File: src/rtl/oumux_dat_route_pkg.sv
// Shared widths and helpers for the oumux output router.
package oumux_dat_route_pkg;

   localparam int unsigned DEF_DW    = 512;
   localparam int unsigned N_OUT     = 5;
   localparam int unsigned SEL_W     = 4;
   localparam int unsigned DEF_CNT_W = 16;

   // One-hot destination mask for a unicast index; out-of-range indices give an empty mask.
   function automatic logic [N_OUT-1:0] onehot_sel(input logic [SEL_W-1:0] idx);
      logic [N_OUT-1:0] m;
      m = '0;
      for (int unsigned k = 0; k < N_OUT; k++) begin
         m[k] = (32'(idx) == k);
      end
      return m;
   endfunction

endpackage

File: src/rtl/oumux_dat_route_if.sv
// Upstream beat handshake plus the fanned-out destination bus of the router.
interface oumux_dat_route_if
   import oumux_dat_route_pkg::*;
#(
   parameter int unsigned DW = DEF_DW
) ();

   logic [DW-1:0]    t_oumux_dat;
   logic             t_oumux_valid;
   logic             t_oumux_ready;
   logic [SEL_W-1:0] t_c_dat;
   logic             t_c_bcast;
   logic [N_OUT-1:0] t_c_mask;
   logic [DW-1:0]    i_dat;
   logic [N_OUT-1:0] i_valid;
   logic [N_OUT-1:0] i_ready;

   // Upstream source and kernel-side consumers
   modport master (
      output t_oumux_dat, t_oumux_valid, t_c_dat, t_c_bcast, t_c_mask, i_ready,
      input  t_oumux_ready, i_dat, i_valid
   );

   // Router
   modport slave (
      input  t_oumux_dat, t_oumux_valid, t_c_dat, t_c_bcast, t_c_mask, i_ready,
      output t_oumux_ready, i_dat, i_valid
   );

endinterface

File: src/rtl/oumux_dat_route_tgt_decode.sv
// Turns the per-beat routing controls into the destination mask.
module oumux_dat_route_tgt_decode
   import oumux_dat_route_pkg::*;
(
   input  logic [SEL_W-1:0] t_c_dat,
   input  logic             t_c_bcast,
   input  logic [N_OUT-1:0] t_c_mask,
   output logic [N_OUT-1:0] tgt_c
);

   // Broadcast takes the mask verbatim; unicast decodes the index (illegal index -> empty set)
   always_comb begin
      tgt_c = onehot_sel(t_c_dat);
      if (t_c_bcast) begin
         tgt_c = t_c_mask;
      end
   end

endmodule

File: src/rtl/oumux_dat_route.sv
// Output router: holds one beat and presents it to a unicast or broadcast destination set.
// Destination count and select width come from the package; data and counter widths are parameters.
module oumux_dat_route
   import oumux_dat_route_pkg::*;
#(
   parameter int unsigned DW    = DEF_DW,
   parameter int unsigned CNT_W = DEF_CNT_W
) (
   input  logic               clk,
   input  logic               reset_n,
   oumux_dat_route_if.slave   bus,
   output logic [SEL_W-1:0]   sel,
   output logic               err_drop,
   output logic [CNT_W-1:0]   drop_cnt
);

   logic [N_OUT-1:0] pend_q, pend_d;
   logic [DW-1:0]    dat_q, dat_d;
   logic [SEL_W-1:0] sel_q, sel_d;
   logic             err_q, err_d;
   logic [CNT_W-1:0] cnt_q, cnt_d;

   logic [N_OUT-1:0] tgt_c;
   logic [N_OUT-1:0] pend_ret_c;
   logic             ready_c;
   logic             accept_c;

   oumux_dat_route_tgt_decode u_tgt_decode (
      .t_c_dat   (bus.t_c_dat),
      .t_c_bcast (bus.t_c_bcast),
      .t_c_mask  (bus.t_c_mask),
      .tgt_c     (tgt_c)
   );

   // The slot is free when every still-owed destination accepts this cycle
   always_comb begin
      pend_ret_c = pend_q & ~bus.i_ready;
      ready_c    = (pend_ret_c == '0);
      accept_c   = bus.t_oumux_valid & ready_c;
   end

   // Next state: retire accepted destinations, load a new beat on accept, count empty-target drops
   always_comb begin
      pend_d = pend_ret_c;
      dat_d  = dat_q;
      sel_d  = sel_q;
      err_d  = 1'b0;
      cnt_d  = cnt_q;
      if (accept_c) begin
         pend_d = tgt_c;
         dat_d  = bus.t_oumux_dat;
         sel_d  = bus.t_c_dat;
         if (tgt_c == '0) begin
            err_d = 1'b1;
            if (cnt_q != {CNT_W{1'b1}}) begin
               cnt_d = cnt_q + CNT_W'(1);
            end
         end
      end
   end

   // State registers; reset discards any held beat
   always_ff @(posedge clk or negedge reset_n) begin
      if (!reset_n) begin
         pend_q <= '0;
         dat_q  <= '0;
         sel_q  <= '0;
         err_q  <= 1'b0;
         cnt_q  <= '0;
      end else begin
         pend_q <= pend_d;
         dat_q  <= dat_d;
         sel_q  <= sel_d;
         err_q  <= err_d;
         cnt_q  <= cnt_d;
      end
   end

   assign bus.t_oumux_ready = ready_c;
   assign bus.i_valid       = pend_q;
   assign bus.i_dat         = dat_q;
   assign sel               = sel_q;
   assign err_drop          = err_q;
   assign drop_cnt          = cnt_q;

endmodule

File: src/flat_wrapper.sv
// flat-port wrapper written by rule: the top's interface ports become plain ports
module oumux_dat_route_flat import oumux_dat_route_pkg::*;
#(
   parameter int unsigned DW    = DEF_DW,
   parameter int unsigned CNT_W = DEF_CNT_W
)
  (clk, reset_n, sel, err_drop, drop_cnt, bus_t_oumux_dat, bus_t_oumux_valid, bus_t_c_dat, bus_t_c_bcast, bus_t_c_mask, bus_i_ready, bus_t_oumux_ready, bus_i_dat, bus_i_valid);
  oumux_dat_route_if #(.DW(DW)) bus_i ();
  input  logic clk;
  input  logic reset_n;
  output logic [SEL_W-1:0] sel;
  output logic err_drop;
  output logic [CNT_W-1:0] drop_cnt;
  input wire logic [$bits(bus_i.t_oumux_dat)-1:0] bus_t_oumux_dat;
  input wire logic [$bits(bus_i.t_oumux_valid)-1:0] bus_t_oumux_valid;
  input wire logic [$bits(bus_i.t_c_dat)-1:0] bus_t_c_dat;
  input wire logic [$bits(bus_i.t_c_bcast)-1:0] bus_t_c_bcast;
  input wire logic [$bits(bus_i.t_c_mask)-1:0] bus_t_c_mask;
  input wire logic [$bits(bus_i.i_ready)-1:0] bus_i_ready;
  output wire logic [$bits(bus_i.t_oumux_ready)-1:0] bus_t_oumux_ready;
  output wire logic [$bits(bus_i.i_dat)-1:0] bus_i_dat;
  output wire logic [$bits(bus_i.i_valid)-1:0] bus_i_valid;
  assign bus_i.t_oumux_dat = bus_t_oumux_dat;
  assign bus_i.t_oumux_valid = bus_t_oumux_valid;
  assign bus_i.t_c_dat = bus_t_c_dat;
  assign bus_i.t_c_bcast = bus_t_c_bcast;
  assign bus_i.t_c_mask = bus_t_c_mask;
  assign bus_i.i_ready = bus_i_ready;
  assign bus_t_oumux_ready = bus_i.t_oumux_ready;
  assign bus_i_dat = bus_i.i_dat;
  assign bus_i_valid = bus_i.i_valid;
  oumux_dat_route #(.DW(DW), .CNT_W(CNT_W)) u_core (.clk(clk), .reset_n(reset_n), .bus(bus_i), .sel(sel), .err_drop(err_drop), .drop_cnt(drop_cnt));
endmodule
File: config.mk
export PLATFORM = sky130hd
export DESIGN_NAME = oumux_dat_route_flat
export DESIGN_NICKNAME = d
export VERILOG_FILES = /design/src/rtl/oumux_dat_route_pkg.sv /design/src/rtl/oumux_dat_route_if.sv /design/src/rtl/oumux_dat_route_tgt_decode.sv /design/src/rtl/oumux_dat_route.sv /design/src/flat_wrapper.sv
export SDC_FILE = /design/constraint.sdc
export NUM_CORES = 1
export LEC_CHECK = 0
export BUFFER_PORTS_ARGS = -buffer_cell sky130_fd_sc_hd__buf_2
export CORE_AREA = 5 5 412 414
export CTS_CLUSTER_SIZE = 30
export DETAILED_ROUTE_END_ITERATION = 10
export DIE_AREA = 0 0 417 419
export PLACE_DENSITY = 0.3
export REMOVE_ABC_BUFFERS = 1
export SLEW_MARGIN = 5
export SYNTH_ARGS = -nofsm -noshare
export SYNTH_HDL_FRONTEND = slang
export SYNTH_SLANG_ARGS = --single-unit
File: constraint.sdc
create_clock -name clk -period 3.9 [get_ports clk]
set_input_delay 0.585 -clock clk [delete_from_list [all_inputs] [get_ports clk]]
set_output_delay 0.585 -clock clk [all_outputs]
set_load 0.01 [all_outputs]
==> metrics.md, run 1 <==
| Metric | Value |
|---|---|
| Clock tree from TritonCTS | yes |
| Synth warn | 0 |
| Post-Syn Area per Cell | 16.78 sq um |
| I/O Buffers | around 1,100 |
| Most common cell in the synthesized netlist | dfrtp_1 |
| Setup Crit Path Kind | reg2out |
| Worst-skew pair later-pin latency | approximately 660 ps |
| Synthesized instance count | roughly 1,200 |
| CP arrival | between 1500 and 2000 ps |
| Pin count of the biggest net entering global routing | 80 |
| Area grow syn2layout | 52.91% |
| Root Buffer | clkbuf_16 |
| Site row count | 150 |
| Required @ worst endpoint | around 3300 ps |
| GR Overflow Total | 0 |
| Ratio of cells with drive above 1 in the final layout | approximately 69% |
| Fmax | between 400 and 500 MHz |
| Final setup viols | 0 |
| Ports | 1,069 |
| Clock slew at reported path FFs | around 60 ps |
| Static leakage | 14.22 nW |
| Max Transition Viols Final | 0 |
| Main flop type after synthesis | dfrtp_1 |
| Slew margin rel. | 41.46% |
| P_sw | slightly below 7 mW |
| Power Dens Cells | between 600 and 700 nW/um^2 |
| Tcrit/Tclk final | between 60 and 70% |
| Routed WL | ~110 mm |
| P_int | ~14 mW |
| Initial antenna violation count | 74 |
| CTS sink cnt | 538 |
| Layout Nets | roughly 2,900 |
| Gpl congestion | 0.8476 |
| # DRC | 0 |
| Number of H-tree levels | 3 |
| Crit path capture type | primary output |
| #FFs+latches synth | 538 |
| Post-CTS setup buffer count | 0 |
| Count of different cell masters after synthesis | 38 |
| Finished Layout Cells | ~4,600 |
| TritonCTS Buffers | between 70 and 80 |
| Clock power frac | between 30% and 40% |
| Detail Route Antenna Nets | 0 |
| Largest buffer count on any clock path | 3 |
| Initial Util | 12.17% |
| Post-synth top area cell | dfrtp_1 |
| Fillers | between 15,000 and 20,000 |
| Synth top area share | between 60% and 70% |
| DPL Wire Length | roughly 92 mm |
| Synthesized area | ~20,000 sq um |
| Sequential Power Share | about two fifths |
| Top post-synthesis cells by area | dfrtp_1 67%, mux2_2 23%, mux2_1 6.0% |
| Worst min path class | in2reg |
| Tmin final | between 2000 and 2500 ps |
| Final Cell Area | approximately 30,000 sq um |
| Comb pwr share | 27.4% |
| CP Max Fanout | 2 |
| Setup_tns | 0 ps |
| Die ar. | about 170,000 sq um |
| Net Sw Frac | approximately 34% |
| TritonRoute pass-1 iters | 4 |
| Status | finished, final reports clean |
| Number of global-route vias before repair | about 16,000 |
| Routed vias/inst | 3.241 |
| EDFF count, synth | 0 |
| Unrepaired setup endpoints after global routing | no |
| Chip Width | ~420 um |
| First-pass GRT wire length | approximately 150 mm |
| Top post-synthesis cells by count | 538 x dfrtp_1, 410 x mux2_2, 108 x mux2_1 |
| Final setup skew | 34.31 ps |
| CP startpoint kind | flip-flop |
| Max VDD drop | ~0.30 mV |
| Die height | approximately 420 um |
| Core area | approximately 170,000 sq um |
| Post-DP Area | 28,440 sq um |
| Post-Place Cells | about 4,500 |
| Async S/R FF share, synth | between 90% and 100% |
| Via count | around 15,000 |
| Register area share after synthesis | 66.65% |
| Gr usage total | between 10% and 20% |
| Violation count after the first detailed-route iteration | approximately 540 |
| DR WL/cell | between 20 and 25 um |
| Worst slew pin tran | a little under 900 ps |
| Max-cap viol count | 0 |
| Final Hold Fails | 0 |
==> power by group through the flow <==
| stage | Combinational [mW] | Clock [mW] | Sequential [mW] |
|---|---|---|---|
| after CTS | 5.83 | 7.11 | 8.06 |
| after global placement | 5.81 | 0 | 8.14 |
| after detailed placement | 5.82 | 0 | 8.13 |
| final | 5.58 | 6.73 | 8.04 |
| after floorplan | 2.18 | 0 | 8.60 |
| after global routing | 5.98 | 7.25 | 8.25 |
==> critical path, stage by stage (launching register included) <==
cell and delay, ps:
dfrtp_1 380, nand2b_1 130, nand4_4 130, nor2b_2 260, buf_2 200
==> repair_timing <==
| item | 4_1_cts | 5_1_grt |
|---|---|---|
| endpoints found under the hold margin | 38 | 0 |
| hold buffers | 1 | 0 |
| resized for setup | 0 | 0 |
==> final timing paths <==
path | start | to | slack [ps] | cells after the start
setup / recovery | u_core.bus.i_valid[4] | bus_t_oumux_ready | 1550 | 4
hold / removal | bus_t_oumux_dat[469] | u_core.bus.i_dat[469] | 130 | 2
setup reg to reg | u_core.bus.i_valid[4] | u_core.bus.i_dat[458] | 1560 | 6
hold reg to reg | u_core.bus.i_dat[74] | u_core.bus.i_dat[74] | 480 | 1
max in group asynchronous | reset_n | u_core.bus.i_dat[436] | 2230 | 4
min in group asynchronous | reset_n | u_core.bus.i_dat[61] | 600 | 2
==> cell type report <==
cell class              count  area, sq um  area share (%)
clock inverters            18        178.9          0.5793
inverters                   1        3.754         0.01215
diodes                     21        52.55          0.1701
multi-input cells         605         6420           20.79
well taps                2204         2758           8.928
repair buffers           1103         5808           18.80
clock buffers             110         2202           7.130
flip-flops and latches    538        13460           43.59
==> registers in the layout (all words and copies together) (netlist names) <==
| name | count |
|---|---|
| u_core.bus.i_dat | 512 |
| u_core.drop_cnt | 16 |
| u_core.bus.i_valid | 5 |
| u_core.sel | 4 |
| u_core.err_drop | 1 |
==> stage by stage <==
step                      setup WS [ps]  hold slack (ps)  power (mW)  util (%)
after floorplan                   -4112            289.4       10.78         -
after global placement             1223            469.9       13.95     17.14
after detailed placement           1201            475.4       13.95     17.14
after CTS                          1421            28.54       21.00     18.58
after global routing               1398            73.78       21.48     18.59
final                              1547            131.2       20.36     18.62
==> logic make-up (layout without fill, tap and decap cells) <==
group                    Yosys count  after routing  synth area share (%)
buffers and inverters             61           1232                 1.635
multiplexers                     519            519                 28.95
AO/OA/AOI/OAI                     16             16                0.5389
other                              0             21                     0
AND/OR/NAND/NOR                   57             57                 1.642
adder cells (fa/ha/maj)            1              1               0.06193
XOR/XNOR                          12             12                0.5203
flip-flops                       538            538                 66.65
==> layout by cell type (no fill, tap or decap), types with 3 or more instances in the layout <==
| master | Yosys | layout |
|---|---|---|
| dfrtp_1 | 538 | 538 |
| nand2_1 | 10 | 10 |
| xnor2_1 | 12 | 12 |
| mux2_1 | 108 | 108 |
| buf_4 | 9 | 19 |
| nor3_1 | 4 | 4 |
| nand3_1 | 11 | 11 |
| diode_2 | 0 | 21 |
| nor2_1 | 6 | 6 |
| a21oi_1 | 5 | 5 |
| buf_12 | 0 | 15 |
| and3_1 | 3 | 3 |
| buf_2 | 48 | 1067 |
| clkinv_2 | 0 | 9 |
| nand4_1 | 4 | 4 |
| mux2_2 | 410 | 410 |
| nand2b_1 | 4 | 4 |
| o21ai_0 | 5 | 5 |
| clkbuf_16 | 0 | 78 |
| clkbuf_1 | 2 | 19 |
| clkbuf_8 | 0 | 13 |
==> layer usage <==
layer | vias to the layer above | GRT usage (%) | share of wire [%]
li1 | 6549 | - | -
met1 | 7585 | 14.26 | 39
met2 | 539 | 21.55 | 51
met3 | 184 | 3.901 | 7.2
met4 | 52 | 3.550 | 2.4
met5 | - | 0 | 0.30
Note: power is estimated with default switching activity, not from simulation.
==> run 2: changes to the inputs <==
ABC_AREA = 1   (was default)
CORE_AREA = 5 5 413 415   (was 5 5 412 414)
DIE_AREA = 0 0 418 420   (was 0 0 417 419)
clock period = 2.2 ns   (was 3.9 ns; I/O delays follow)
==> run 2 against run 1 <==
Combinational power grew 110%. Critical path depth grew 5. Power grew 85%. Worst hold slack lost 82 ps. Clock power grew 80%. Sequential cell count is the same. Critical path type is now reg2reg. Non-clock buffer count grew 599. Highest routed layer is now met4. Largest cell class unchanged. First-iteration DRC count grew to 2.6 times the previous value. Critical endpoint is now u_core.bus.i_dat[376]. Cell count grew 37%. Sequential power grew 74%. Synthesized cell count grew 100%.
==> metrics.md, run 2 <==
| Metric | Value |
|---|---|
| Root Buffer | clkbuf_16 |
| Ratio of cells with drive above 1 in the final layout | 32.52% (-36 points) |
| Worst R2R Path Depth | 9 (+3) |
| Pin count of the biggest net entering global routing | 68 (-15%) |
| Final setup viols | 0 (unchanged) |
| Largest buffer count on any clock path | 3 (unchanged) |
| TritonCTS Buffers | 75 (-1.3%) |
| Max-cap viol count | 0 (unchanged) |
| Die ar. | 175,600 sq um (+0.48%) |
| Area grow syn2layout | 76.14% |
| Routed vias/inst | 3.655 (+13%) |
| Most common cell after layout, fill and taps aside | nand2_1 |
| Violation count after the first detailed-route iteration | 1,400 (+160%) |
| Synthesized instance count | 2,427 (+100%) |
| Via count | 23,060 (+55%) |
| Synth warn | 0 (unchanged) |
| Worst min path class | in2reg |
| Number of H-tree levels | 3 (unchanged) |
| Final setup skew | 29.86 ps (-4.442 ps) |
| Status | finished, final reports clean |
| Synth top area share | 62.60% (-4.0 points) |
| Unrepaired setup endpoints after global routing | no |
| Gr usage total | 13.77% (+1.5 points) |
| Area of the multi-input gates | 7159 sq um (+12%) |
| Max Transition Viols Final | 0 (unchanged) |
| Static leakage | 20.09 nW (+41%) |
| Chip Width | 418 um (+0.24%) |
| Setup_tns | 0 ps (unchanged) |
| Count of different cell masters after synthesis | 20 (-47%) |
| Worst setup startpoint | u_core.bus.i_valid[2] |
| Slew margin rel. | 67.32% (+26 points) |
| Crit path capture type | flip-flop |
| Storage cell area | 13,460 sq um (unchanged) |
| Fillers | 18,710 (+1.5%) |
| Initial Util | 12.93% (+0.76 points) |
| Worst-skew pair later-pin latency | 650 ps (about the same) |
| Post-synth top area cell | dfrtp_1 |
| Tmin final | 2040 ps |
| Worst slew pin tran | 490.2 ps (-387.8 ps) |
| CP startpoint kind | flip-flop |
| Ports | 1,069 (unchanged) |
| Number of global-route vias before repair | 24,350 (+49%) |
| Comb pwr share | 30.7% (+3.3 points) |
| Routed WL | 126.7 mm (+14%) |
| WHS | 49.34 ps (-81.83 ps) |
| Max reg flops | 512 (unchanged) |
| Most common cell in the synthesized netlist | nand2_1 |
| Initial antenna violation count | 13 (-82%) |
| Core area | 166,300 sq um (+0.23%) |
| Tcrit/Tclk final | between 90% and 100% |
| P_sw | 13.80 mW (+100%) |
| CP arrival | 2610 ps (+840 ps) |
| Post-Syn Area per Cell | 8.861 sq um (-47%) |
| Gpl congestion | 0.8416 (-0.71%) |
| Setup Crit Path Kind | reg2reg |
| Site row count | 150 (unchanged) |
| First-pass GRT wire length | 177.8 mm (+20%) |
| # DRC | 0 (unchanged) |
| Clock slew at reported path FFs | 60 ps (about the same) |
| Fmax | just under 500 MHz |
| Final Hold Fails | 0 (unchanged) |
| Clock tree from TritonCTS | yes |
| CTS sink cnt | 538 (unchanged) |
| Clock power frac | 32.2% (-0.9 points) |
| Async S/R FF share, synth | 100.0% (unchanged) |
| Net Sw Frac | 36.63% (+3.0 points) |
| Required @ worst endpoint | 2770 ps (-540 ps) |
| Layout Nets | 4,562 (+60%) |
| Top post-synthesis cells by area | dfrtp_1 63%, nand2_1 19%, nand3_1 13% |
| TritonRoute pass-1 iters | 6 (+2) |
| Sequential Power Share | 37.1% (-2.4 points) |
| GR Overflow Total | 0 (unchanged) |
| FF-to-FF Start | u_core.bus.i_valid[2] |
| Register area share after synthesis | 62.60% (-4.0 points) |
| Max VDD drop | 0.4733 mV (+56%) |
| #FFs+latches synth | 538 (unchanged) |
| Reg2reg setup slack | 160 ps (-1400 ps) |
| Main flop type after synthesis | dfrtp_1 |
| EDFF count, synth | 0 (unchanged) |
| Utilization after layout | 22.78% (+4.2 points) |
| CP Max Fanout | 28 (+26) |
| Synthesized area | 21,510 sq um (+6.5%) |
| Detail Route Antenna Nets | 0 (unchanged) |
| I/O Buffers | 1,068 (unchanged) |
| Most frequent cells in the layout | 1,100 x nand2_1, 1,065 x buf_2, 542 x nand3_1 |
| Power Dens Cells | 994.5 nW/um^2 (+51%) |
| Top post-synthesis cells by count | 1,107 x nand2_1, 543 x nand3_1, 538 x dfrtp_1 |
| Worst reg2reg path endpoint | u_core.bus.i_dat[376] |
| Die height | 420 um (+0.24%) |
| DPL Wire Length | 97.03 mm (+6.0%) |
| P_int | 23.87 mW (+77%) |
| DR WL/cell | 20.09 um (-17%) |
| Crit path capture | u_core.bus.i_dat[376] |
-- run 2: repair_timing --
action,in CTS,in global routing
pin swaps,4,2
gates resized for setup,8,3
endpoints found under the hold margin,638,0
gates cloned,3,0
hold buffers,512,0
setup buffers,6,3
endpoints found under the setup margin,1,1
-- run 2: logic make-up after synthesis --
kind of cell	count (synthesis)	share of synthesized area, %
xor gates and xnor gates	6	0.2444
and+or+nand+nor	1681	32.73
DFF	538	62.60
AOI/OAI and AO/OA	3	0.06980
buffers and inverters	198	4.294
adders and majority gates	1	0.05817
-- run 2: worst max-delay path, cell delays in order (launching register included) --
cell	delay, ps
dfrtp_1	390
nand2_2	90
nand3_4	100
nor2_4	130
buf_12	160
buf_4	230
buf_12	200
buf_4	330
nand3_1	190
nand2_1	110
-- run 2: how the worst min path moves through the flow --
stage                            endpoint                  from  depth (start not counted)  slack [ps]
floorplan             u_core.bus.i_dat[0]               reset_n                          0          30
global placement     u_core.bus.i_dat[43]               reset_n                          1         310
detailed placement   u_core.bus.i_dat[43]               reset_n                          1         300
CTS                 u_core.bus.i_dat[133]  bus_t_oumux_dat[133]                          4           4
global route        u_core.bus.i_dat[121]  bus_t_oumux_dat[121]                          3           3
finish              u_core.bus.i_dat[121]  bus_t_oumux_dat[121]                          3          50
-- run 2: metal layers --
| metal | vias to the layer above | track usage (%) | wire length, um |
|---|---|---|---|
| li1 | 11010 | - | - |
| met1 | 11140 | 16.98 | 52680 |
| met2 | 717 | 23.03 | 61260 |
| met3 | 195 | 3.587 | 7662 |
| met4 | 0 | 5.301 | 5138 |
| met5 | - | 0 | 0 |
-- run 2: cell type report --
type / instances / share of cell area (%)
multi-input combinational: 1691 / 18.90
inverter: 23 / 0.2279
sequential: 538 / 35.54
clock buffer: 107 / 5.721
antenna: 14 / 0.09249
clock inverter: 29 / 0.7234
timing repair buffer: 1702 / 31.51
tap: 2204 / 7.280
-- run 2: per-stage QoR --
| step | area [sq um] | std cells | worst slack [ps] | total power [mW] |
|---|---|---|---|---|
| 3_3_place_gp | 30080 | 5635 | 140.3 | 25.00 |
| 4_1_cts | 37840 | 6292 | -29.22 | 38.62 |
| 6_report | 37880 | 6308 | 159.6 | 37.67 |
| 3_5_place_dp | 30080 | 5635 | 177.8 | 24.96 |
| 5_1_grt | 37870 | 6304 | 27.75 | 39.96 |
| 2_1_floorplan | 20670 | 2252 | -18440 | 18.85 |
-- run 2: power groups by stage --
| stage | registers (mW) | clock network, mW | logic, mW |
|---|---|---|---|
| after floorplan | 15.0 | 0 | 3.80 |
| after global placement | 14.1 | 0 | 10.9 |
| after detailed placement | 14.1 | 0 | 10.9 |
| after CTS | 13.9 | 12.7 | 12.0 |
| after global routing | 14.3 | 13.0 | 12.7 |
| final | 14.0 | 12.1 | 11.6 |
==> run 3: changes to the inputs <==
BUFFER_PORTS_ARGS = -buffer_cell sky130_fd_sc_hd__buf_4   (was -buffer_cell sky130_fd_sc_hd__buf_2)
==> run 3 against run 2 <==
Critical path depth is 3 lower. Clock skew is 13 ps higher. Die area stayed put. Register-to-register slack hardly changed. Via count is 0.63% lower. Combinational power is 15% higher. Non-clock buffer count is 6 higher. Sequential cell count stayed put. Worst hold slack better by 4.4 ps. Power is 8.0% higher. Global-route usage is 0.50 points higher. Sequential share of layout area is 2.6 points lower.
==> metrics.md, run 3 (synthesis gave the netlist of run 2 again) <==
| Metric | Value |
|---|---|
| Chip Width | 418 um (unchanged) |
| Layout Nets | 4,571 (+0.20%) |
| Clock tree from TritonCTS | yes |
| Area grow syn2layout | 90.02% |
| Worst min path class | in2reg |
| Core area | 166,300 sq um (unchanged) |
| TritonCTS Buffers | 78 (+4.0%) |
| Comb pwr share | 32.8% (+2.1 points) |
| Unrepaired setup endpoints after global routing | yes |
| WHS | 53.71 ps (+4.379 ps) |
| CP Max Fanout | 3 (-89%) |
| Final setup viols | 0 (unchanged) |
| Ratio of cells with drive above 1 in the final layout | 32.47% (-0.046 points) |
| Power Dens Cells | 995.4 nW/um^2 (about the same) |
| DPL Wire Length | 100.8 mm (+3.9%) |
| Storage cell area | 13,460 sq um (unchanged) |
| # DRC | 0 (unchanged) |
| Pin count of the biggest net entering global routing | 101 (+49%) |
| Clock power frac | 32.6% (+0.4 points) |
| Tcrit/Tclk final | 96.99% (+4.2 points) |
| I/O Buffers | 1,068 (unchanged) |
| TritonRoute pass-1 iters | 5 (-1) |
| Number of global-route vias before repair | 24,250 (-0.40%) |
| Via count | 22,910 (-0.63%) |
| P_sw | 14.09 mW (+2.1%) |
| Max-cap viol count | 0 (unchanged) |
| Setup Crit Path Kind | reg2out |
| CP arrival | 1800 ps (-810 ps) |
| Root Buffer | clkbuf_16 |
| Violation count after the first detailed-route iteration | 1,295 (-7.5%) |
| Gr usage total | 14.27% (+0.50 points) |
| Max VDD drop | 0.5195 mV (+9.8%) |
| Fillers | 18,310 (-2.1%) |
| Fmax | 468.6 MHz (-4.4%) |
| Area of the multi-input gates | 7157 sq um (about the same) |
| Static leakage | 20.99 nW (+4.5%) |
| Site row count | 150 (unchanged) |
| Initial antenna violation count | 9 (-4) |
| Die ar. | 175,600 sq um (unchanged) |
| Status | finished, final reports clean |
| Utilization after layout | 24.57% (+1.8 points) |
| Die height | 420 um (unchanged) |
| Crit path capture type | primary output |
| Finished Layout Cells | 6,319 (+0.17%) |
| Final setup skew | 43.07 ps (+13.21 ps) |
| CP startpoint kind | flip-flop |
| DR WL/cell | 20.81 um (+3.6%) |
| Clock slew at reported path FFs | 60 ps (about the same) |
| Final Hold Fails | 0 (unchanged) |
| Initial Util | 12.93% (unchanged) |
| Largest buffer count on any clock path | 3 (unchanged) |
| Post-Place Cells | 5,630 (-0.089%) |
| Most frequent cells in the layout | 1,140 x buf_4, 1,101 x nand2_1, 541 x nand3_1 |
| Slew margin rel. | 61.25% (-6.1 points) |
| Routed vias/inst | 3.626 (-0.81%) |
| Dpl ws | 177.5 ps (-0.2280 ps) |
| Net Sw Frac | 34.64% (-2.0 points) |
| Worst slew pin tran | 581.3 ps (+91.06 ps) |
| Worst-skew pair later-pin latency | 670 ps (+20 ps) |
| Required @ worst endpoint | 1870 ps (-900 ps) |
| GR Overflow Total | 0 (unchanged) |
| Max Transition Viols Final | 0 (unchanged) |
| Gpl congestion | 0.8181 (-2.8%) |
| CTS sink cnt | 538 (unchanged) |
| Routed WL | 131.5 mm (+3.7%) |
| Worst setup margin | 66.16 ps (-93.44 ps) |
| Ports | 1,069 (unchanged) |
| First-pass GRT wire length | 183.0 mm (+2.9%) |
| Max reg flops | 512 (unchanged) |
| Tmin final | 2134 ps (+93.44 ps) |
| Most common cell after layout, fill and taps aside | buf_4 |
| Power Total | 40.68 mW (+8.0%) |
| Sequential Power Share | 34.6% (-2.5 points) |
| P_int | 26.59 mW (+11%) |
| Detail Route Antenna Nets | 0 (unchanged) |
| Number of H-tree levels | 3 (unchanged) |
==> run 3: timing repair <==
item	4_1_cts	5_1_grt
cloned	2	0
hold buffers	520	0
setup buffers	10	2
endpoints found under the setup margin	1	9
hold endpoints to repair	539	0
pin swaps	5	3
gates resized for setup	9	8
==> run 3: path summary, 6_finish.rpt <==
kind                                            start               endpoint  slack [ps]  cells past startpoint
worst min-delay path             bus_t_oumux_dat[481]  u_core.bus.i_dat[481]          50                      3
min in group asynchronous                     reset_n   u_core.bus.i_dat[70]         240                      2
worst max register to register  u_core.bus.i_valid[4]  u_core.bus.i_dat[510]         150                     10
worst max-delay path            u_core.bus.i_valid[4]      bus_t_oumux_ready          70                      6
worst min register to register  u_core.bus.i_dat[366]  u_core.bus.i_dat[366]         470                      2
max in group asynchronous                     reset_n  u_core.bus.i_dat[420]        1120                      3
==> run 3: metal layers <==
layer / routed length (um) / share of wire (%) / vias to the layer above / track usage [%]
li1: - / - / 11030 / -
met3: 7097 / 5.4 / 169 / 3.517
met5: 0 / 0 / - / 0
met2: 65100 / 50 / 650 / 24.32
met4: 4719 / 3.6 / 0 / 5.073
met1: 54580 / 42 / 11060 / 17.52
==> run 3: layout make-up <==
class | instances | share of cell area [%]
Clock inverter | 22 | 0.6614
Inverter | 23 | 0.2113
Sequential cell | 538 | 32.95
Clock buffer | 120 | 5.885
Tap cell | 2204 | 6.748
Multi-Input combinational cell | 1691 | 17.51
Antenna cell | 13 | 0.07961
Timing Repair Buffer | 1708 | 35.96
==> run 3: per-stage QoR <==
stage          TNS [ps]  area [sq um]
5_1_grt          -50.66         40850
2_1_floorplan  -9250050         20670
3_3_place_gp          0         32710
4_1_cts          -62.65         40780
3_5_place_dp          0         32710
6_report              0         40860
==> run 3: critical path, cell delays in order, from the launching register on <==
cell and delay, ps:
dfrtp_1 390, nand2_2 110, nand3_4 110, nor2_4 130
buf_12 150, buf_16 120, buf_6 100
==> run 3: power by group through the flow <==
stage / logic (mW) / clock network, mW / registers (mW)
after detailed placement: 12.6 / 0 / 14.2
final: 13.3 / 13.3 / 14.1
after global placement: 12.6 / 0 / 14.2
after floorplan: 3.80 / 0 / 15.0
after CTS: 13.7 / 13.9 / 14.1
after global routing: 14.4 / 14.2 / 14.4
